## src/rtl/hazard_fwd_unit.sv

```systemverilog
// hazard_fwd_unit: tracks in-flight producers in a short tag pipeline and,
// for every source operand of the instruction leaving decode, selects the
// youngest in-flight producer to forward from, or stalls decode when that
// producer is a load whose data is not yet available.
//
// Handshake: an instruction is accepted into entry 0 (EX) on a rising edge
// only when issue_valid=1, stall=0 and flush=0; while stall=1 the instruction
// stays presented at decode and a bubble enters entry 0 instead.
module hazard_fwd_unit #(
  parameter int ADDR_W     = 4,
  parameter int NUM_SRC    = 3,
  parameter int DEPTH      = 3,
  parameter int LOAD_LAT   = 1,
  parameter int NOFWD_ADDR = 15,
  localparam int SEL_W     = $clog2(DEPTH + 1)
) (
  input  logic                       clk,
  input  logic                       reset_n,
  input  logic                       issue_valid,
  input  logic                       issue_wr,
  input  logic                       issue_load,
  input  logic [ADDR_W-1:0]          issue_dst,
  input  logic [NUM_SRC*ADDR_W-1:0]  src_addr,
  input  logic [NUM_SRC-1:0]         src_rd,
  input  logic                       flush,
  output logic [NUM_SRC*SEL_W-1:0]   fwd_sel,
  output logic                       stall,
  output logic [15:0]                stall_count
);

  localparam logic [ADDR_W-1:0] NOFWD = ADDR_W'(NOFWD_ADDR);

  // Tag pipeline: index 0 is EX (youngest), DEPTH-1 is the oldest tracked.
  logic [DEPTH-1:0]  ent_valid;
  logic [DEPTH-1:0]  ent_wr;
  logic [DEPTH-1:0]  ent_load;
  logic [ADDR_W-1:0] ent_dst [DEPTH];

  logic [SEL_W-1:0]   raw_sel [NUM_SRC];
  logic [NUM_SRC-1:0] use_hazard;
  logic [ADDR_W-1:0]  src_i;

  // Per-operand youngest-match search; scanning oldest to youngest lets the
  // last hit (the youngest producer) overwrite any older one.
  always_comb begin
    src_i      = '0;
    use_hazard = '0;
    for (int i = 0; i < NUM_SRC; i++) begin
      raw_sel[i] = '0;
      src_i      = src_addr[i*ADDR_W +: ADDR_W];
      for (int k = DEPTH - 1; k >= 0; k--) begin
        if (ent_valid[k] && ent_wr[k] && src_rd[i] &&
            (ent_dst[k] == src_i) && (src_i != NOFWD)) begin
          raw_sel[i]    = SEL_W'(k + 1);
          use_hazard[i] = ent_load[k] && (k < LOAD_LAT);
        end
      end
    end
  end

  // Stall only for a real issue attempt that is not being flushed.
  always_comb begin
    stall = issue_valid && !flush && (|use_hazard);
  end

  // Forwarding selects are suppressed while decode is held.
  always_comb begin
    fwd_sel = '0;
    for (int i = 0; i < NUM_SRC; i++) begin
      fwd_sel[i*SEL_W +: SEL_W] = stall ? '0 : raw_sel[i];
    end
  end

  // Advance the tag pipeline every cycle; entry 0 takes the accepted
  // instruction or a bubble.
  always_ff @(posedge clk or negedge reset_n) begin
    if (!reset_n) begin
      ent_valid <= '0;
      ent_wr    <= '0;
      ent_load  <= '0;
      for (int k = 0; k < DEPTH; k++) begin
        ent_dst[k] <= '0;
      end
    end else begin
      for (int k = 1; k < DEPTH; k++) begin
        ent_valid[k] <= ent_valid[k-1];
        ent_wr[k]    <= ent_wr[k-1];
        ent_load[k]  <= ent_load[k-1];
        ent_dst[k]   <= ent_dst[k-1];
      end
      ent_valid[0] <= issue_valid && !stall && !flush;
      ent_wr[0]    <= issue_wr;
      ent_load[0]  <= issue_load;
      ent_dst[0]   <= issue_dst;
    end
  end

  // Saturating count of cycles spent stalled.
  always_ff @(posedge clk or negedge reset_n) begin
    if (!reset_n) begin
      stall_count <= '0;
    end else if (stall && (stall_count != 16'hFFFF)) begin
      stall_count <= stall_count + 16'd1;
    end
  end

endmodule

```

## config.mk

```make
export PLATFORM = sky130hd
export DESIGN_NAME = hazard_fwd_unit
export DESIGN_NICKNAME = d
export VERILOG_FILES = /design/src/rtl/hazard_fwd_unit.sv
export SDC_FILE = /design/constraint.sdc
export NUM_CORES = 1
export LEC_CHECK = 0
export ABC_AREA = 1
export ABC_CLOCK_PERIOD_IN_PS = 2200
export CORE_UTILIZATION = 35
export CTS_CLUSTER_SIZE = 12
export DETAILED_ROUTE_END_ITERATION = 10
export PLACE_DENSITY = 0.67
export SETUP_SLACK_MARGIN = 0.02
export SYNTH_ARGS = -nofsm -noshare
export SYNTH_HDL_FRONTEND = slang
export SYNTH_SLANG_ARGS = --single-unit
```

## constraint.sdc

```tcl
create_clock -name clk -period 2.2 [get_ports clk]
set_input_delay 0.44 -clock clk [delete_from_list [all_inputs] [get_ports clk]]
set_output_delay 0.44 -clock clk [all_outputs]
set_load 0.05 [all_outputs]
```

==> results.cfg, run 1 <==
[synthesis]
synth_edf_count = 0
yosysTopAreaCell = dfrtp_1
ys_top_cells_by_area = dfrtp_1, nand2_1, inv_1, nor2_1, xor2_1
yosys_warnings = 0
synthSimpleGateAreaFrac_pct = 40.3
ys_top_cells_by_count = nand2_1, dfrtp_1, inv_1, nor2_1
netlist.area_leader.share_pct = 39.1
synth_compound_area_share_pct = 2.96
avgSynthCellArea_um2 = 6.92
yosysSeqAreaShare_pct = 39.1
synth_xor_area_share_pct = 8.59
synth_area_um2 = 2240
synth_top_family_by_area = simple AND/OR/NAND/NOR gates
synth_fa_ha_area_share_pct = 0.558
async_flop_share_pct = 100
ys_seq_elements = 35
synth.area.mux_share_pct = 0
syn_nets = 350
yosysMostFrequentCell = nand2_1
syn_inst = 324
synth_flop_cell = dfrtp_1
synth.distinct_cells = 27

[timing]
maxSlewViolCount = 0
final.period_utilization_pct = 99.2
relSlewSlack_pct = 45.5
fmax_mhz = 458
finalSetupViolCount = 0
rsz0062_at_grt = yes
period_minus_slack_ps = 2180
setup_slack_ps = 17.0
hold_violations = 0
fin_skew_ps = 17.1
worst_pin_slew_ps = 818

[worst_setup_path]
path_cells = inv_2, nand2_2, nand2_2, nor2_2, nand3_2, nand3_4, nand3_4, nand3_2, inv_2, buf_12
critPathMaxStageDelay_ps = 430
crit_fanout = 8
cp.required_ps = 1760
crit_buf_inv = 3
crit_family = simple AND/OR/NAND/NOR gates
end_kind = primary output
crit_type = reg -> out
slowest_stage = dfrtp_1
cp-start-kind = flip-flop
arrival_ps = 1740

[cts]
worstSkewPairLatency_ps = 300
h-tree-depth = 2
cts-hold-fix-buffers = 0
cts_tree = done
root_buffer = clkbuf_8
clk_pin_slew_ps = 90
clock-sinks = 35
cts_buffers = 5
cts_buffer_depth = 2

[power]
p_leak_nw = 1.61
seq_power_share_pct = 48.3
total_power_mw = 1.43
power.density_nw_per_um2 = 443
pwr-share-comb_pct = 16.2
ir_drop_v = 0.000256
clkPwrFrac_pct = 35.5
p_int_mw = 1.02
swShare_pct = 28.5
power_switching_mw = 0.407

[final_layout]
n_fill_cell = 589
area_growth_pct = 43.6
diodes = 0
final_layout_size_suffix_gt1_share_pct = 27.4
layout.nets = 426

[die]
die_y_um = 82.0
ioPinCount = 48
initial_core_util_pct = 37.0
core_region_area_um2 = 6060
rows = 28
die_area_um2 = 6730
die_w_um = 82.0

[grt]
antenna_found_initial = 0
grt-ovfl-total = 0
grt_pass1_wl_mm = 9.45
grt_max_degree = 36
grt_pass1_vias = 2045
track_usage_pct = 18.5

[hold_path]
hp-class = in -> async

[place]
dpl_worst_slack_ps = -317
numPortBuffers = 47
gp_congestion = 0.915
hpwl_mm = 4.39

[routing]
drt-initial-drc-count = 118
drc_errors = 0
wl_per_cell_um = 12.5
wl_mm = 5.93
viasPerCell = 4.78
drtAntennaViolNets = 0
num_vias = 2277
first_pass_iters = 5

[run]
cap_violations = 0

[run_status]
outcome = complete, no violations
state kept, by name, summed over array words and instances, names as in the netlist:
name,cells
stall_count,16
ent_load,1
ent_wr,3
ent_valid,3
ent_dst,12
power by group through the flow:
stage               Combinational [mW]  Clock (mW)  Sequential, mW
CTS                              0.219       0.523           0.689
detailed placement               0.222           0           0.700
floorplan                       0.0902           0           0.702
finish                           0.232       0.506           0.689
global placement                 0.220           0           0.701
global route                     0.255       0.545           0.693
stage by stage:
stage,utilization (%),TNS [ps],instance area (um2),hold slack (ps),instances
final,53.1,0,3220,237,476
after floorplan,-,0,2240,144,324
after CTS,52.1,0,3160,258,475
after global placement,49.8,-4110,3020,360,465
after detailed placement,49.8,-4050,3020,360,465
after global routing,53.1,-407,3220,288,476
layout by cell type, fill, tap and decap left out, drive strengths merged, types with 2 or more instances in the layout:
master,n
clkdlybuf4s15,3
xor2,12
nand4,12
inv,45
o21ai,2
nand2,140
o22ai,2
or2,2
nor2,31
dlygate4sd2,5
nor3,6
xnor2,10
clkbuf,13
clkdlybuf4s50,24
dfrtp,35
buf,32
a21oi,4
nand3,15
path summary, 6_finish.rpt:
kind,to,depth (start not counted),start,slack [ps]
max,fwd_sel[1],10,ent_dst[8],20
min,stall_count[15],1,reset_n,240
max reg2reg,stall_count[10],11,ent_dst[8],450
min reg2reg,ent_wr[2],0,ent_wr[1],370
max in group asynchronous,ent_dst[11],1,reset_n,1380
min in group clk,ent_wr[2],0,ent_wr[1],370
layer usage:
metal  part of all wire (%)  routed length [um]  global-route usage (%)  vias to the layer above
met5                      0                   0                       0                        -
met4                   0.93                  55                    5.61                        0
met3                    5.9                 350                    3.89                        6
met2                     47                2810                    30.7                       56
met1                     46                2710                    24.1                     1059
li1                       -                   -                       -                     1156
layout make-up:
| type | instances | area, um2 | area share [%] |
|---|---|---|---|
| tap | 75 | 93.8 | 2.91 |
| sequential | 35 | 881 | 27.4 |
| clock buffer | 6 | 82.6 | 2.57 |
| clock inverter | 2 | 16.3 | 0.505 |
| timing repair buffer | 71 | 696 | 21.6 |
| multi-input combinational | 242 | 1280 | 39.8 |
| inverter | 45 | 169 | 5.25 |
logic make-up after synthesis:
logic type | after synthesis
AND/OR/NAND/NOR | 208
buffers and inverters | 47
flip-flops | 35
XOR/XNOR | 22
AO/OA/AOI/OAI | 11
adder cells (fa/ha/maj) | 1
repair_timing:
| action | CTS | global route |
|---|---|---|
| gates cloned | 0 | 0 |
| gates resized for setup | 43 | 38 |
| pin swaps | 15 | 14 |
| buffers inserted | 2 | 1 |
| endpoints found under the setup margin | 7 | 7 |
(Power assumes the default switching activity.)
==> run 2, diff against run 1 <==
- CAP_MARGIN: default -> 20
- GPL_TIMING_DRIVEN: default -> 1
==> results of run 2 <==
Final layout, timing and power as in run 1 (identical DEF).
==> RTL edit: new RTL, flow settings as in run 2 <==
`DEPTH`: 3 -> 2.
--- a/src/rtl/hazard_fwd_unit.sv
+++ b/src/rtl/hazard_fwd_unit.sv
@@ -10,5 +10,5 @@
   parameter int ADDR_W     = 4,
   parameter int NUM_SRC    = 3,
-  parameter int DEPTH      = 3,
+  parameter int DEPTH      = 2,
   parameter int LOAD_LAT   = 1,
   parameter int NOFWD_ADDR = 15,
Function: changed (a bounded check fails within 4 cycles, from zero or initial values and one cycle with reset_n low).
==> RTL edit against run 2 <==
  * The run now ends with negative setup slack left
  * Worst setup slack worse by 0.019 ns
  * Power fell by 11%
  * Synthesized cell count fell by 12%
  * Wire length is 9.6% higher
  * Sequential cell count down 6
  * Synthesized area is 8.0% lower
  * Via count increased by 0.66%
  * First-iteration DRC count grew 47%
  * Critical path depth is the same
  * Final area up 0.27%
  * Count of clock-buffer cells in the layout increased by 1
  * Critical path type is now in2out
  * Largest cell class unchanged
  * Highest routed layer unchanged
==> RTL edit: results (changes against run 2) <==
most instantiated cells after synthesis 93 x nand2_1, 31 x inv_1, 30 x nor2_1 (was 140 x nand2_1, 35 x dfrtp_1, 34 x inv_1); Worst Setup SP src_addr[6] (was ent_dst[8]); status finished with violations (was complete, no violations); WL met1 2.81 mm (was 2.71 mm); vias in the first global route 2291 (was 2045); Worst path max stage delay 0.26 ns (was 0.43 ns); Crit Path Max Fanout 5 (was 8); final setup margin -0.00210 ns (was 0.0170 ns); CTS clk-pin slew, worst paths 0.06 ns (was 0.09 ns); Syn Inst Count 284 (was 324); largest net degree at the start of global routing 30 (was 36); Synth Area in Adders 0.606% (was 0.558%); vias per cell 5.06 (was 4.78); XOR/XNOR share of the synthesized area 7.64% (was 8.59%); GRT Total Usage 22.8% (was 18.5%); Non-clock buffers 94 (was 71); dpl cells 426 (was 465); GR Util met3 4.14% (was 3.89%); crit path DAT 1.76 ns (was 1.74 ns); #MultiIn Comb 215 (was 242); share of cells above drive strength 1 30.2% (was 27.4%); clock sink count 29 (was 35); final wirelength 6.50 mm (was 5.93 mm); Peak VDD IR 0.000262 V (was 0.000256 V); routed wl met2 3.09 mm (was 2.81 mm); setup TNS -0.00380 ns (was 0 ns); leakage power 1.61 nW (about the same); placed cell area 2890 sq um (was 3020 sq um); failing checks negative setup slack; CLK BUF 7 (was 6); sequential area share after synthesis 35.2% (was 39.1%); total combinational power 253 uW (was 232 uW); Hold Crit Class reg2reg (was in2async); Compound-Gate Fraction of Synth Area 0% (was 2.96%); Detailed Route Iter0 Violations 173 (was 118); clock-cell share of area 2.67% (was 3.07%); global-route wire length before repair 10.7 mm (was 9.45 mm); Synth Net Count 310 (was 350); met3 wire length 288 um (was 350 um); fill count 515 (was 589); Regs by FF count stall_count: 16 flops, ent_dst: 8 flops (was stall_count: 16 flops, ent_dst: 12 flops); cell-internal power 916 uW (was 1.02 mW); dpl ws -0.274 ns (was -0.317 ns); Setup Skew 0.00820 ns (was 0.0171 ns); WL/cell 14.3 um (was 12.5 um); Reg-to-Reg End stall_count[15] (was stall_count[10]); distinct cell type count after synthesis 26 (was 27); slowest CP cell dlygate4sd2_1 (was dfrtp_1); Inverters, non-clock 36 (was 45); final setup violation count 2 (was 0); grt met1 use 29.2% (was 24.1%); P_seq 572 uW (was 689 uW); worst-case reg-to-reg path depth 14 (was 11); Detailed Place HPWL 4.56 mm (was 4.39 mm); Cell Area, Synth 2060 sq um (was 2240 sq um)
[RTL edit: cell count changes after synthesis, moves of 4 or more]
cell,run 2,this run
nor2_2,1,10
inv_2,11,4
nand3_1,12,16
dfrtp_1,35,29
nand2_1,140,93
xnor2_1,10,5
a21oi_1,4,0
nand4_1,11,28
[RTL edit: through the flow]
step / utilization [%] / total power [mW]
after floorplan: - / 0.665
after global placement: 51.5 / 0.791
after detailed placement: 51.5 / 0.794
after CTS: 56.4 / 1.26
after global routing: 57.6 / 1.33
final: 57.6 / 1.27
[RTL edit: worst min path at each step]
stage                 start            to  slack [ns]  cells after the start
3_3_place_gp      ent_wr[0]     ent_wr[1]        0.42                      0
5_1_grt        ent_valid[0]  ent_valid[1]        0.45                      0
2_1_floorplan       reset_n    ent_dst[0]        0.14                      0
6_report       ent_valid[0]  ent_valid[1]        0.44                      0
4_1_cts        ent_valid[0]  ent_valid[1]        0.44                      0
3_5_place_dp   ent_valid[0]  ent_valid[1]        0.42                      0
